==> src/rtl/vr_filter_pkg.sv <==
// Shared constants and types for the crank VR input conditioning stage.
package vr_filter_pkg;

    localparam int FILT_W_DEF = 4;
    localparam int PER_W_DEF  = 24;
    localparam int REJ_W_DEF  = 8;

    typedef enum logic [1:0] {
        IDLE  = 2'd0,
        FIRST = 2'd1,
        RUN   = 2'd2
    } state_t;

    localparam logic EDGE_RISE = 1'b0;
    localparam logic EDGE_FALL = 1'b1;

endpackage

==> src/rtl/vr_glitch_filter.sv <==
// Two-flop synchronizer on the raw comparator output followed by a level
// filter: the output level only changes after filt_len+1 consecutive
// synchronized samples disagree with it.
module vr_glitch_filter
    import vr_filter_pkg::*;
#(
    parameter int FILT_W = FILT_W_DEF
) (
    input  logic              clk,
    input  logic              rst,
    input  logic              cap_in,
    input  logic [FILT_W-1:0] filt_len,
    output logic              cap,
    output logic              toggle
);

    logic              s_meta;
    logic              s;
    logic [FILT_W-1:0] fc;

    // Toggle fires on the cycle that completes the run of disagreeing samples;
    // filt_len is compared live so a mid-count change applies immediately.
    assign toggle = (s != cap) && (fc >= filt_len);

    // Bring the asynchronous comparator output into the clk domain.
    always_ff @(posedge clk or posedge rst) begin
        if (rst) begin
            s_meta <= 1'b0;
            s      <= 1'b0;
        end else begin
            s_meta <= cap_in;
            s      <= s_meta;
        end
    end

    // Count consecutive disagreeing samples and flip the level at the limit.
    always_ff @(posedge clk or posedge rst) begin
        if (rst) begin
            cap <= 1'b0;
            fc  <= '0;
        end else if (s == cap) begin
            fc <= '0;
        end else if (toggle) begin
            cap <= ~cap;
            fc  <= '0;
        end else begin
            fc <= fc + FILT_W'(1);
        end
    end

endmodule

==> src/rtl/vr_filter.sv <==
// Crank VR conditioning stage feeding the angle generator: glitch filter,
// active-edge selection, tooth period measurement, period-relative blanking
// of noise edges and stall detection.
//
// state | meaning
// ------+---------------------------------------------------------------
// IDLE  | no reference edge yet (after reset or a stall); blanking off
// FIRST | one edge seen; next accepted edge gives the first period
// RUN   | period valid; edges closer than the blank threshold are dropped
module vr_filter
    import vr_filter_pkg::*;
#(
    parameter int FILT_W = FILT_W_DEF,
    parameter int PER_W  = PER_W_DEF,
    parameter int REJ_W  = REJ_W_DEF
) (
    input  logic              clk,
    input  logic              rst,
    input  logic              cap_in,
    input  logic [FILT_W-1:0] filt_len,
    input  logic              edge_sel,
    input  logic [2:0]        blank_frac,
    output logic              cap,
    output logic              edge_stb,
    output logic [PER_W-1:0]  period,
    output logic              period_vld,
    output logic              stall,
    output logic [REJ_W-1:0]  rej_cnt
);

    logic             toggle;
    logic             cand;
    logic             accept;
    logic             reject;
    logic             pc_sat;
    logic             sat_evt;
    logic             acc_sat;
    logic             do_restart;
    logic             do_meas;
    logic [PER_W-1:0] pc;
    logic [PER_W-1:0] bt;
    logic [PER_W-1:0] acc_len;
    logic [PER_W-1:0] min_per;
    logic [PER_W-1:0] bt_new;
    logic [PER_W+2:0] blank_prod;
    state_t           state;
    state_t           state_nxt;

    vr_glitch_filter #(
        .FILT_W (FILT_W)
    ) u_glitch (
        .clk      (clk),
        .rst      (rst),
        .cap_in   (cap_in),
        .filt_len (filt_len),
        .cap      (cap),
        .toggle   (toggle)
    );

    // Candidate edge is a filter toggle in the selected direction; it is
    // accepted unless it lands inside the blanking window.
    always_comb begin
        cand = 1'b0;
        if (toggle) begin
            cand = (edge_sel == EDGE_RISE) ? ~cap : cap;
        end
        accept  = cand && (pc >= bt);
        reject  = cand && !accept;
        pc_sat  = &pc;
        sat_evt = pc_sat && !accept;
    end

    // Blank threshold from the shorter of the new and the outgoing period, so
    // the tooth after the missing-tooth gap is judged against a normal tooth.
    always_comb begin
        min_per    = acc_len;
        if ((state == RUN) && (period < acc_len)) begin
            min_per = period;
        end
        blank_prod = {3'b000, min_per} * {{PER_W{1'b0}}, blank_frac};
        bt_new     = blank_prod[PER_W+2:3];
    end

    // Free-running period counter, restarted by each accepted edge.
    always_ff @(posedge clk or posedge rst) begin
        if (rst) begin
            pc <= '0;
        end else if (accept) begin
            pc <= PER_W'(1);
        end else if (!pc_sat) begin
            pc <= pc + PER_W'(1);
        end
    end

    // Register the accept strobe with the edge-to-edge length it closed.
    always_ff @(posedge clk or posedge rst) begin
        if (rst) begin
            edge_stb <= 1'b0;
            acc_len  <= '0;
            acc_sat  <= 1'b0;
        end else begin
            edge_stb <= accept;
            if (accept) begin
                acc_len <= pc;
                acc_sat <= pc_sat;
            end
        end
    end

    // Count blanked edges, holding at full scale.
    always_ff @(posedge clk or posedge rst) begin
        if (rst) begin
            rej_cnt <= '0;
        end else if (reject && !(&rej_cnt)) begin
            rej_cnt <= rej_cnt + REJ_W'(1);
        end
    end

    // FSM state register.
    always_ff @(posedge clk or posedge rst) begin
        if (rst) begin
            state <= IDLE;
        end else begin
            state <= state_nxt;
        end
    end

    // FSM next state; an accept that closed a saturated count restarts the
    // measurement rather than reporting a bogus period.
    always_comb begin
        state_nxt = state;
        if (edge_stb) begin
            if (acc_sat) begin
                state_nxt = FIRST;
            end else begin
                case (state)
                    IDLE:    state_nxt = FIRST;
                    FIRST:   state_nxt = RUN;
                    RUN:     state_nxt = RUN;
                    default: state_nxt = IDLE;
                endcase
            end
        end
        if (sat_evt) begin
            state_nxt = IDLE;
        end
    end

    // FSM outputs: what the cycle after an accept does to the measurement.
    always_comb begin
        do_restart = edge_stb && ((state == IDLE) || acc_sat);
        do_meas    = edge_stb && !do_restart;
    end

    // Period, validity, stall flag and blank threshold.
    always_ff @(posedge clk or posedge rst) begin
        if (rst) begin
            period     <= '0;
            period_vld <= 1'b0;
            stall      <= 1'b0;
            bt         <= '0;
        end else if (sat_evt) begin
            stall      <= 1'b1;
            period_vld <= 1'b0;
            bt         <= '0;
        end else if (do_restart) begin
            stall      <= 1'b0;
            period_vld <= 1'b0;
            bt         <= '0;
        end else if (do_meas) begin
            period     <= acc_len;
            period_vld <= 1'b1;
            bt         <= bt_new;
        end
    end

endmodule

==> config.mk <==
export PLATFORM = sky130hd
export DESIGN_NAME = vr_filter
export DESIGN_NICKNAME = d
export VERILOG_FILES = /design/src/rtl/vr_filter_pkg.sv /design/src/rtl/vr_glitch_filter.sv /design/src/rtl/vr_filter.sv
export SDC_FILE = /design/constraint.sdc
export NUM_CORES = 1
export LEC_CHECK = 0
export ABC_AREA = 1
export CORE_ASPECT_RATIO = 2
export CORE_MARGIN = 3
export CORE_UTILIZATION = 40
export CTS_CLUSTER_SIZE = 40
export DETAILED_ROUTE_END_ITERATION = 8
export PLACE_DENSITY = 0.59
export SYNTH_ARGS = -nofsm -noshare
export SYNTH_HDL_FRONTEND = slang
export SYNTH_SLANG_ARGS = --single-unit
==> constraint.sdc <==
create_clock -name clk -period 8.9 [get_ports clk]
set_input_delay 2.225 -clock clk [delete_from_list [all_inputs] [get_ports clk]]
set_output_delay 2.225 -clock clk [all_outputs]
set_load 0.005 [all_outputs]
==> results.yml, run 1 <==
setup_path:
  worstPathRequired_ns: 9.18
  end_kind: "register"
  cp_max_fo: 21
  crit_end: "bt[15]$_DFFE_PP0P_"
  crit_top_cell: "inv_1"
  r2r-end: "bt[15]$_DFFE_PP0P_"
  start_kind: "input pin"
  slowest_stage: "clkdlybuf4s50_1"
  worstPathCellList: "clkdlybuf4s50_1, inv_1, nor2_1, fa_1, nand2_1, inv_1, nand3_1, nor2_2, inv_1, fa_1, inv_1, a31oi_1, o21ai_0, a21oi_1, xor2_1, o22ai_1"
  arrival_ns: 5.92
  reg2reg_depth: 25
  worstSetupPathType: "in -> reg"
  r2r-start: "acc_len[19]$_DFFE_PP0P_"
  cp-startpoint: "blank_frac[2]"
  r2r_slack_ns: 3.85
  cpPeakStageDelay_ns: 0.81
synth:
  yosys.area.top_type: "dfrtp_1"
  ys_seq_elements: 117
  syn_avg_cell_area_um2: 7.72
  synth_fp_nets: 1208
  synth_cell_types: 43
  synth_compound_area_share_pct: 12.4
  synth_top_area_share_pct: 34.7
  yosys-top-cells-area: "dfrtp_1 (35%), nand2_1 (12%), ha_1 (12%), inv_1 (7.4%), fa_1 (5.5%)"
  postSynthCellCount: 1094
  ys_seq_area_share_pct: 34.7
  synth_adder_area_share_pct: 17.3
  syn_area_um2: 8450
  synth.area.mux_share_pct: 0.133
  synth_warnings: 0
  yosys.area_share.simple_pct: 22.8
  synth_top_family_by_area: "simple AND/OR/NAND/NOR gates"
  synth-xor-area-share_pct: 3.63
power:
  pwr-share-clk_pct: 16.5
  leakagePower_nw: 4.83
  switchingPower_mw: 2.03
  comb_power_share_pct: 60.2
  p_seq_share_pct: 23.3
  ir_drop_uv: 164
  p_sw_share_pct: 49.7
  p_int_mw: 2.06
  power_density_nw_per_um2: 421
layout:
  drive_above_1_share_pct: 5.92
  final_common_cell: "nand2_1"
  areaGrowthSynthToFinish_pct: 15.0
  instances_no_fill: 1415
  nFillCells: 2105
  nets: 1250
  antenna_cells: 0
  final_cell_mix: "nand2_1 (268), inv_1 (166), dfrtp_1 (117), nor2_1 (85), o21ai_0 (82)"
  final_util_pct: 47.3
grt:
  grt_max_degree: 64
  grt.total_usage_pct: 22.4
  antenna_found_initial: 0
  grt_pass1_wl_mm: 38.5
  grt_overflow_total: 0
  grt_pass1_vias: 7307
cts:
  cts_tree: "done"
  cts.reportedPaths.clkPinSlew_ns: 0.06
  cts.sinks: 117
  cts-root-buf: "clkbuf_16"
  h-tree-depth: 4
  clock_latency_ns: 0.44
  clk_path_buf_depth: 2
  cts_hold_buf: 0
  postCtsSetupBuffers: 0
  post_cts_resized: 0
  cts_buffers: 17
route:
  wl_mm: 23.9
  avgRoutedWirePerCell_um: 16.9
  drt_pass1_iterations: 4
  drc_errors: 0
  via_count: 7191
  drt_iter0_drc: 367
  ant_nets: 0
  via_per_inst: 5.08
sta:
  finClkSkew_ns: 0.0104
  fin_crit_sh_pct: 63.4
  slew_headroom_pct: 42.4
  setup_slack_ns: 3.26
  tns_ns: 0
  slew_viol_final: 0
  hold_viol: 0
  fmax_mhz: 177
  rsz0062_at_grt: "false"
  fin_crit_ns: 5.64
  finalSetupViolations: 0
  whs_ns: 0.348
  worst_pin_slew_ns: 0.861
status:
  status: "completed"
place:
  routabilityCongestion: 0.908
  pre_cts_ws_ns: 2.80
  io_buffer_count: 46
  dp_cells: 1383
  dp.final_hpwl_mm: 19.0
die:
  die_y_um: 212
  start_util_pct: 41.1
  rows: 74
  die-width_um: 109
  design.core.area_um2: 20600
  ios: 47
  die-area_um2: 23000
run:
  cap_viol_max_count: 0
worst_hold_path:
  hold_class: "reg -> reg"
-- flip-flops by register name, summed over array words and instances (netlist names) --
register / count
acc_len: 24
bt: 24
pc: 24
period: 24
rej_cnt: 8
u_glitch.fc: 4
state: 2
acc_sat: 1
edge_stb: 1
period_vld: 1
stall: 1
u_glitch.cap: 1
u_glitch.s: 1
u_glitch.s_meta: 1
-- cells in the mapped netlist (all sizes together) --
cell type	instances
o211ai	3
mux2	1
a31oi	2
a311oi	1
nor4	3
nor2	91
inv	172
o221ai	1
a21oi	74
dfrtp	117
a221oi	1
xnor2	16
o22ai	13
nand3	37
ha	80
clkbuf	15
nand2	278
nand3b	1
a211oi	3
nor3	20
xor2	19
o21a	6
buf	10
nand4	12
a21boi	1
o21ai	91
fa	23
or2	2
a21o	1
-- cell type report --
type | instances | area (um2) | share of cell area (%)
clock buffers | 20 | 447 | 4.60
clock inverters | 12 | 129 | 1.33
inverters | 172 | 648 | 6.67
multi-input cells | 780 | 4750 | 48.9
flip-flops and latches | 117 | 2930 | 30.1
well taps | 266 | 333 | 3.43
repair buffers | 48 | 475 | 4.90
-- power groups by stage --
stage	Clock, mW	Sequential (mW)	Combinational, mW
floorplan	0	0.873	1.75
global placement	0	0.962	2.46
detailed placement	0	0.964	2.48
CTS	0.691	0.955	2.49
global route	0.711	0.978	2.82
finish	0.676	0.954	2.46
-- per-layer routing --
metal	GRT usage, %	share of wire, %	vias to the layer above
li1	-	-	3599
met1	22.5	36	3398
met2	41.0	55	128
met3	3.42	2.1	66
met4	15.6	7.1	0
met5	0	0	-
-- how the worst min path moves through the flow --
stage	from	to	depth (start not counted)
2_1_floorplan	u_glitch.s_meta$_DFF_PP0_	u_glitch.s$_DFF_PP0_	0
5_1_grt	u_glitch.s_meta$_DFF_PP0_	u_glitch.s$_DFF_PP0_	0
3_5_place_dp	u_glitch.s_meta$_DFF_PP0_	u_glitch.s$_DFF_PP0_	0
4_1_cts	u_glitch.s_meta$_DFF_PP0_	u_glitch.s$_DFF_PP0_	0
3_3_place_gp	u_glitch.s_meta$_DFF_PP0_	u_glitch.s$_DFF_PP0_	0
6_report	u_glitch.s_meta$_DFF_PP0_	u_glitch.s$_DFF_PP0_	0
-- critical path: cells and delay by family --
family                     cells  cell delay (ns)
and+or+nand+nor                4             0.42
adders and majority gates      2             0.93
xor gates and xnor gates       1             0.20
buffers and inverters          5             1.40
AOI/OAI and AO/OA              4             0.74
-- kinds of logic after synthesis --
group | Yosys count
flip-flops | 117
multiplexers | 1
XOR/XNOR | 35
AO/OA/AOI/OAI | 197
adder cells (fa/ha/maj) | 103
buffers and inverters | 197
AND/OR/NAND/NOR | 444
-- per-stage QoR --
step | total power [mW] | area [um2]
floorplan | 2.62 | 8450
global placement | 3.42 | 9140
detailed placement | 3.45 | 9140
CTS | 4.14 | 9710
global route | 4.51 | 9710
finish | 4.09 | 9710
No activity file was read; power rests on OpenSTA's default activity.
==> run 2: changes to the inputs <==
--- a/config.mk
+++ b/config.mk
@@ -11,7 +11,7 @@
 export CORE_UTILIZATION = 40
 export CTS_CLUSTER_SIZE = 40
 export DETAILED_ROUTE_END_ITERATION = 8
-export PLACE_DENSITY = 0.59
+export PLACE_DENSITY = 0.61
 export SYNTH_ARGS = -nofsm -noshare
 export SYNTH_HDL_FRONTEND = slang
 export SYNTH_SLANG_ARGS = --single-unit
==> constraint.sdc (replaced) <==
create_clock -name clk -period 5 [get_ports clk]
set_input_delay 1.25 -clock clk [delete_from_list [all_inputs] [get_ports clk]]
set_output_delay 1.25 -clock clk [all_outputs]
set_load 0.005 [all_outputs]
==> results.yml, run 2 (same netlist as run 1, synthesis figures left out) <==
status:
  status: "completed"
route:
  drt_iter0_drc: 334
  via_count: 7436
  wl_mm: 24.6
  ant_nets: 0
  via_per_inst: 5.17
  drt_pass1_iterations: 5
  drc_errors: 0
  avgRoutedWirePerCell_um: 17.1
cts:
  cts.reportedPaths.clkPinSlew_ns: 0.06
  cts.sinks: 117
  cts-root-buf: "clkbuf_16"
  clk_path_buf_depth: 2
  clock_latency_ns: 0.43
  cts_hold_buf: 0
  cts_buffers: 17
  h-tree-depth: 4
  cts_tree: "done"
layout:
  final_common_cell: "nand2_1"
  final_cell_mix: "nand2_1 (268), inv_1 (166), dfrtp_1 (116), nor2_1 (85), o21ai_0 (81)"
  antenna_cells: 0
  drive_above_1_share_pct: 8.87
  nets: 1274
  areaGrowthSynthToFinish_pct: 18.3
sta:
  fin_crit_sh_pct: 92.2
  finClkSkew_ns: 0.0114
  tns_ns: 0
  hold_viol: 0
  worst_pin_slew_ns: 0.786
  rsz0062_at_grt: "false"
  fmax_mhz: 217
  finalSetupViolations: 0
  fin_crit_ns: 4.61
  slew_viol_final: 0
  slew_headroom_pct: 47.6
grt:
  grt_pass1_vias: 7459
  grt_overflow_total: 0
  grt_pass1_wl_mm: 39.0
  grt_max_degree: 61
  grt.total_usage_pct: 22.5
  antenna_found_initial: 0
die:
  rows: 74
  ios: 47
  die-width_um: 109
  design.core.area_um2: 20600
  start_util_pct: 41.1
  die-area_um2: 23000
  die_y_um: 212
setup_path:
  arrival_ns: 4.92
  worstSetupPathType: "reg -> reg"
  start_kind: "register"
  r2r_slack_ns: 0.39
  cp_max_fo: 28
  worstPathRequired_ns: 5.31
  r2r-start: "acc_len[21]$_DFFE_PP0P_"
  end_kind: "register"
  cp-startpoint: "acc_len[21]$_DFFE_PP0P_"
place:
  io_buffer_count: 46
  dp.final_hpwl_mm: 19.7
  routabilityCongestion: 0.949
power:
  power_density_nw_per_um2: 744
  ir_drop_uv: 381
  leakagePower_nw: 4.98
  total_power_mw: 7.44
run:
  cap_viol_max_count: 0
worst_hold_path:
  hp-start: "u_glitch.s_meta$_DFF_PP0_"
  hold_class: "reg -> reg"
## run 2: changes by cell type in the layout (fill, tap and decap cells not counted), sizes merged
cell,change
buf,+24
inv,+3
bufinv,-1
clkbuf,-1
clkinvlp,-1
## run 2: path summary, 6_finish.rpt
path | end | depth (start not counted)
worst max-delay path | bt[20]$_DFFE_PP0P_ | 23
worst min-delay path | u_glitch.s$_DFF_PP0_ | 0
worst max register to register | bt[20]$_DFFE_PP0P_ | 23
worst min register to register | u_glitch.s$_DFF_PP0_ | 0
max in group asynchronous | acc_len[16]$_DFFE_PP0P_ | 3
min in group asynchronous | rej_cnt[0]$_DFFE_PP0P_ | 2
## run 2: routing by layer
metal | vias to the layer above | track usage, % | part of all wire [%]
met5 | - | 0 | 0
met4 | 0 | 16.3 | 7.4
met3 | 53 | 2.81 | 2.4
met2 | 147 | 41.6 | 55
met1 | 3592 | 22.5 | 35
li1 | 3644 | - | -
## run 2: metrics by stage
stage | std cells | worst slack, ns | hold slack [ns] | util [%] | cell area, um2
6_report | 1439 | 0.390 | 0.353 | 48.6 | 9990
4_1_cts | 1436 | 0.154 | 0.356 | 48.3 | 9920
2_1_floorplan | 1094 | 0.649 | 0.331 | - | 8450
5_1_grt | 1439 | 0.0457 | 0.365 | 48.6 | 9990
3_5_place_dp | 1404 | 0.193 | 0.350 | 45.5 | 9350
3_3_place_gp | 1404 | 0.283 | 0.339 | 45.5 | 9350
## run 2: where the power goes
group | switching [mW] | leakage, nW | internal (mW)
clock network | 0.487 | 0.281 | 0.714
registers | 0.423 | 1.52 | 1.30
logic | 2.78 | 3.18 | 1.73
## run 2: layout make-up
cell class	count	area [um2]
clock inverters	13	121
flip-flops and latches	117	2930
repair buffers	72	718
multi-input cells	780	4790
fillers	2066	10600
well taps	266	333
clock buffers	19	453
inverters	172	648
## run 2: worst max-delay path: stages (launching register included)
cell and delay (ns):
dfrtp_1 0.46, inv_1 0.12, ha_1 0.31, nand2_1 0.07, nor2_2 0.13, nand2_2 0.09, nor3_2 0.11, nand2_1 0.13
nand2_4 0.16, buf_12 0.20, nor2_1 0.06, a21oi_1 0.23, nand2_1 0.12, fa_1 0.54, inv_1 0.06, ha_1 0.38
a21oi_1 0.25, o21ai_0 0.22, a21oi_1 0.23, nor2_1 0.07, a211oi_1 0.29, nand3_1 0.12, nand2_1 0.06, o21ai_0 0.07
## run 2: timing repair
action,in CTS,in global routing
setup endpoints to repair,0,8
buffers inserted,0,3
resized for setup,0,11
